`src/rtl/commit_buffer.sv`:
```
// rtl/commit_buffer.sv - in-order retire buffer with forwarding lookup, trap detect and counters
module commit_buffer #(
  parameter int DEPTH = 8,
  parameter int RET_W = 2,
  parameter int NRD   = 2
) (
  input  logic                clk,
  input  logic                reset,
  input  logic                flush,
  input  logic                in_valid,
  output logic                in_ready,
  input  logic [63:0]         in_pc,
  input  logic [31:0]         in_instr,
  input  logic                in_wen,
  input  logic [4:0]          in_wdest,
  input  logic [63:0]         in_wdata,
  input  logic                in_skip,
  input  logic                drain,
  output logic [RET_W-1:0]    ret_valid,
  output logic [RET_W*64-1:0] ret_pc,
  output logic [RET_W*32-1:0] ret_instr,
  output logic [RET_W-1:0]    ret_wen,
  output logic [RET_W*5-1:0]  ret_wdest,
  output logic [RET_W*64-1:0] ret_wdata,
  output logic [RET_W-1:0]    ret_skip,
  input  logic [NRD*5-1:0]    q_addr,
  output logic [NRD-1:0]      q_hit,
  output logic [NRD*64-1:0]   q_data,
  output logic                trap_valid,
  output logic [2:0]          trap_code,
  output logic [63:0]         trap_pc,
  output logic [63:0]         cycle_cnt,
  output logic [63:0]         instr_cnt
);
  localparam int AW = $clog2(DEPTH);
  localparam logic [31:0] TRAP_INSTR = 32'h0005006b;

  logic [63:0] pc_q    [DEPTH];
  logic [31:0] instr_q [DEPTH];
  logic        wen_q   [DEPTH];
  logic [4:0]  wdest_q [DEPTH];
  logic [63:0] wdata_q [DEPTH];
  logic        skip_q  [DEPTH];

  logic [AW-1:0] head, tail;
  logic [AW:0]   count;
  logic          halted;
  logic          enq;
  logic          blocked;
  logic [AW:0]   nret;
  logic [AW-1:0] ent_idx [DEPTH];
  logic [DEPTH-1:0] ent_live;

  assign in_ready = (count < (AW+1)'(DEPTH)) && !halted && reset;
  assign enq      = in_valid && in_ready && !flush;

  // ent_idx[j] is the slot of the j-th oldest entry; ent_live marks it occupied
  always_comb begin
    for (int j = 0; j < DEPTH; j++) begin
      ent_idx[j]  = head + AW'(j);
      ent_live[j] = (AW+1)'(j) < count;
    end
  end

  // A retiring trap blocks every younger lane in the same cycle
  always_comb begin
    blocked    = 1'b0;
    nret       = '0;
    ret_valid  = '0;
    ret_pc     = '0;
    ret_instr  = '0;
    ret_wen    = '0;
    ret_wdest  = '0;
    ret_wdata  = '0;
    ret_skip   = '0;
    trap_valid = 1'b0;
    trap_code  = '0;
    trap_pc    = '0;
    for (int i = 0; i < RET_W; i++) begin
      ret_valid[i] = drain && !flush && !halted && !blocked && ent_live[i];
      if (ret_valid[i]) begin
        nret                 = nret + (AW+1)'(1);
        ret_pc[64*i +: 64]   = pc_q[ent_idx[i]];
        ret_instr[32*i +: 32] = instr_q[ent_idx[i]];
        ret_wen[i]           = wen_q[ent_idx[i]] && (wdest_q[ent_idx[i]] != 5'd0);
        ret_wdest[5*i +: 5]  = wdest_q[ent_idx[i]];
        ret_wdata[64*i +: 64] = wdata_q[ent_idx[i]];
        ret_skip[i]          = skip_q[ent_idx[i]];
        if (instr_q[ent_idx[i]] == TRAP_INSTR) begin
          trap_valid = 1'b1;
          trap_code  = wdata_q[ent_idx[i]][2:0];
          trap_pc    = pc_q[ent_idx[i]];
          blocked    = 1'b1;
        end
      end
    end
  end

  // Scan oldest to youngest so the youngest match is the one left standing
  always_comb begin
    q_hit  = '0;
    q_data = '0;
    for (int k = 0; k < NRD; k++) begin
      for (int j = 0; j < DEPTH; j++) begin
        if (ent_live[j] && wen_q[ent_idx[j]] && (q_addr[5*k +: 5] != 5'd0) &&
            (wdest_q[ent_idx[j]] == q_addr[5*k +: 5])) begin
          q_hit[k]           = 1'b1;
          q_data[64*k +: 64] = wdata_q[ent_idx[j]];
        end
      end
    end
  end

  always_ff @(posedge clk) begin
    if (enq) begin
      pc_q[tail]    <= in_pc;
      instr_q[tail] <= in_instr;
      wen_q[tail]   <= in_wen;
      wdest_q[tail] <= in_wdest;
      wdata_q[tail] <= in_wdata;
      skip_q[tail]  <= in_skip;
    end
  end

  always_ff @(posedge clk) begin
    if (!reset) begin
      head      <= '0;
      tail      <= '0;
      count     <= '0;
      halted    <= 1'b0;
      cycle_cnt <= '0;
      instr_cnt <= '0;
    end else begin
      cycle_cnt <= cycle_cnt + 64'd1;
      instr_cnt <= instr_cnt + 64'(nret);
      if (trap_valid) halted <= 1'b1;
      if (flush) begin
        head  <= '0;
        tail  <= '0;
        count <= '0;
      end else begin
        head  <= head + nret[AW-1:0];
        if (enq) tail <= tail + AW'(1);
        count <= count + (AW+1)'(enq) - nret;
      end
    end
  end
endmodule

```
`config.mk`:
```
export PLATFORM = sky130hd
export DESIGN_NAME = commit_buffer
export DESIGN_NICKNAME = d
export VERILOG_FILES = /design/src/rtl/commit_buffer.sv
export SDC_FILE = /design/constraint.sdc
export NUM_CORES = 2
export LEC_CHECK = 0
export ABC_CLOCK_PERIOD_IN_PS = 37500
export CORE_ASPECT_RATIO = 0.5
export CORE_MARGIN = 1.5
export CORE_UTILIZATION = 46
export DETAILED_ROUTE_END_ITERATION = 16
export PLACE_DENSITY_LB_ADDON = 0.12
export SLEW_MARGIN = 20
export SYNTH_ARGS = -nofsm -noshare
export SYNTH_HDL_FRONTEND = slang
export SYNTH_SLANG_ARGS = --single-unit
```
`constraint.sdc`:
```
create_clock -name clk -period 37.5 [get_ports clk]
set_input_delay 5.625 -clock clk [delete_from_list [all_inputs] [get_ports clk]]
set_output_delay 5.625 -clock clk [all_outputs]
set_load 0.005 [all_outputs]
```
==> impl_metrics.yaml <==
status:
  outcome: "completed"
grt:
  grt_pass1_vias: 66180
  grt_usage_pct: 31.31
  grt.overflow.total: 0
  grt_pass1_wl_mm: 460.0
  grt_max_degree: 140
  antenna_found_initial: 42
routing:
  drc: 0
  avgViaCountPerCell: 6.608
  antenna_left: 0
  wl_per_cell_um: 30.72
  drtPass1Iterations: 7
  drt_wl_total_mm: 322.7
  dr.first_iter.drc_count: 8790
  vias: 69410
critical_path:
  end_kind: "primary output"
  path_max_fanout: 52
  required_ps: 31870
  cp.arrival_ps: 11830
  startpoint: "q_addr[8]"
  worstSetupPathType: "input pin to primary output"
  rr_startpoint: "head[1]"
  startpoint_type: "input pin"
logic_synthesis:
  synth_common_cells: "1336 x edfxtp_1, 1078 x nand2_1, 936 x mux4_2, 601 x nor2_1, 436 x mux2i_1"
  yosys_warnings: 0
  synth_cell_type_count: 85
  synth_area_leader_cell: "edfxtp_1"
  synth_nets: 7418
  ys_seq_elements: 1475
  synth_ff_type: "edfxtp_1"
  yosysMostFrequentCell: "edfxtp_1"
  async_flop_share_pct: 0
  postSynthCellCount: 7220
  yosysTopAreaCellShare_pct: 44.17
  synth_edf_count: 1336
  ys_top_cells_by_area: "edfxtp_1 44%, mux4_2 23%, mux2i_1 4.8%, nand2_1 4.5%, dfxtp_1 3.1%"
  synth-seq-area-share_pct: 47.23
  synth.avg_cell_area_um2: 12.58
  netlist_area_um2: 90830
sta:
  tightest_slew_ps: 1201
  rsz0062_at_grt: "no"
  min_period_over_period_pct: 46.54
  layout_setup_ws_ps: 20050
  max_freq_mhz: 57.30
  relSlewSlack_pct: 19.94
  finalHoldViolations: 0
  whs_ps: 473.1
  setup_violations: 0
  setup_tns_ps: 0
  finalMaxSlewViolations: 0
  finClkSkew_ps: 67.48
  period_needed_ps: 17450
power:
  ir_worst_vdd_v: 0.00003922
  p_per_area_nw_per_um2: 35.24
  p_leak_nw: 33.25
place:
  dp_hpwl_mm: 196.4
  place_congestion: 0.9185
  numPortBuffers: 844
  post-place-ws_ps: 20170
die:
  boundaryPins: 845
  dieArea_um2: 200300
  start_util_pct: 46.25
  dieWidth_um: 631.4
  core_um2: 196400
  die_h_um: 317.2
  rows: 115
cts:
  htreeDepth: 4
  cts_tree: "done"
  cts_buffers: 153
  root_buffer: "clkbuf_16"
  postCtsResizedCells: 0
  clock_path_buffers: 4
  cts_num_sinks: 1475
  cts_hold_buf: 0
  worst_skew_pair.late_latency_ps: 840
  cts.reportedPaths.clkPinSlew_ps: 60
  postCtsSetupBuffers: 0
final_layout:
  final_util_pct: 54.09
  drive_above_1_share_pct: 18.02
  fin_nets: 7928
  area_growth_pct: 16.97
worst_hold_path:
  hold_path_class: "flop to flop"
  min-delay-start: "cycle_cnt[0]"
job:
  maxCapViolations: 0
## cell usage in the layout (no fill, tap or decap), drive strengths merged, types with 16 or more instances in the layout
master and count:
xnor2 105, buf 134, clkdlybuf4s50 844, o31ai 104
and2 133, a211oi 30, edfxtp 1336, or3b 21
nand2b 76, nor2 602, xor2 86, nor2b 16
o21ai 301, o211ai 28, nand4 39, nor3 157
mux4 939, nor4 27, nand3 180, nand2 1078
a21oi 251, inv 37, o22ai 106, clkbuf 186
clkinv 61, mux2i 438, a31oi 31, dfxtp 139
a221oi 54, mux2 31, or3 63, diode 30
and3 27
## worst max-delay path, cell delays in order
cell	delay [ps]
clkdlybuf4s50_1	820
or4_1	650
nor2_1	620
or4_2	250
buf_4	710
and2_1	810
nand2b_4	720
o31ai_1	890
clkdlybuf4s50_1	640
## routing by layer
metal | GRT usage (%) | wire length (µm)
met1 | 41.20 | 122900
met2 | 50.91 | 154000
met3 | 5.149 | 28770
met4 | 15.64 | 16920
met5 | 0 | 66
## power by group
part,internal (mW),total [mW],switching [mW]
combinational,0.179,0.405,0.226
sequential,1.80,1.81,0.00735
clock,0.858,1.53,0.673
total,2.84,3.74,0.907
## sequential cells by signal (all words and copies together) (netlist names)
name	count
count	4
cycle_cnt	64
halted	1
head	3
instr_cnt	64
instr_q	256
pc_q	512
skip_q	8
tail	3
wdata_q	512
wdest_q	40
wen_q	8
## cell type report
type / instances / area, µm²
diodes: 30 / 75.07
clock buffers: 186 / 4108
clock inverters: 80 / 716.9
fillers: 16450 / 90160
inverters: 31 / 122.6
multi-input cells: 5091 / 45410
flip-flops and latches: 1475 / 42910
well taps: 2632 / 3293
repair buffers: 978 / 9612
## metrics by stage
step,total power [mW],std cells,cell area [µm²]
2_1_floorplan,2.082,7220,90830
3_3_place_gp,2.243,10210,101300
3_5_place_dp,2.245,10210,101300
4_1_cts,3.764,10470,106200
5_1_grt,3.855,10500,106200
6_report,3.744,10500,106200
## worst paths after layout
kind / end / slack [ps] / cells after the start
setup / recovery: q_data[67] / 20050 / 9
hold / removal: cycle_cnt[0] / 470 / 1
setup reg to reg: instr_cnt[41] / 27960 / 19
hold reg to reg: cycle_cnt[0] / 470 / 1
## cells by family after synthesis
kind of cell             count (synthesis)  share of synthesized area (%)
AND/OR/NAND/NOR                       2477                          12.21
flip-flops                            1475                          47.23
multiplexers                          1408                          28.52
AO/OA/AOI/OAI                          999                          6.758
buffers and inverters                  654                          3.196
XOR/XNOR                               191                          1.850
adder cells (fa/ha/maj)                 16                         0.2287
Power figures use the tool's default switching activity.
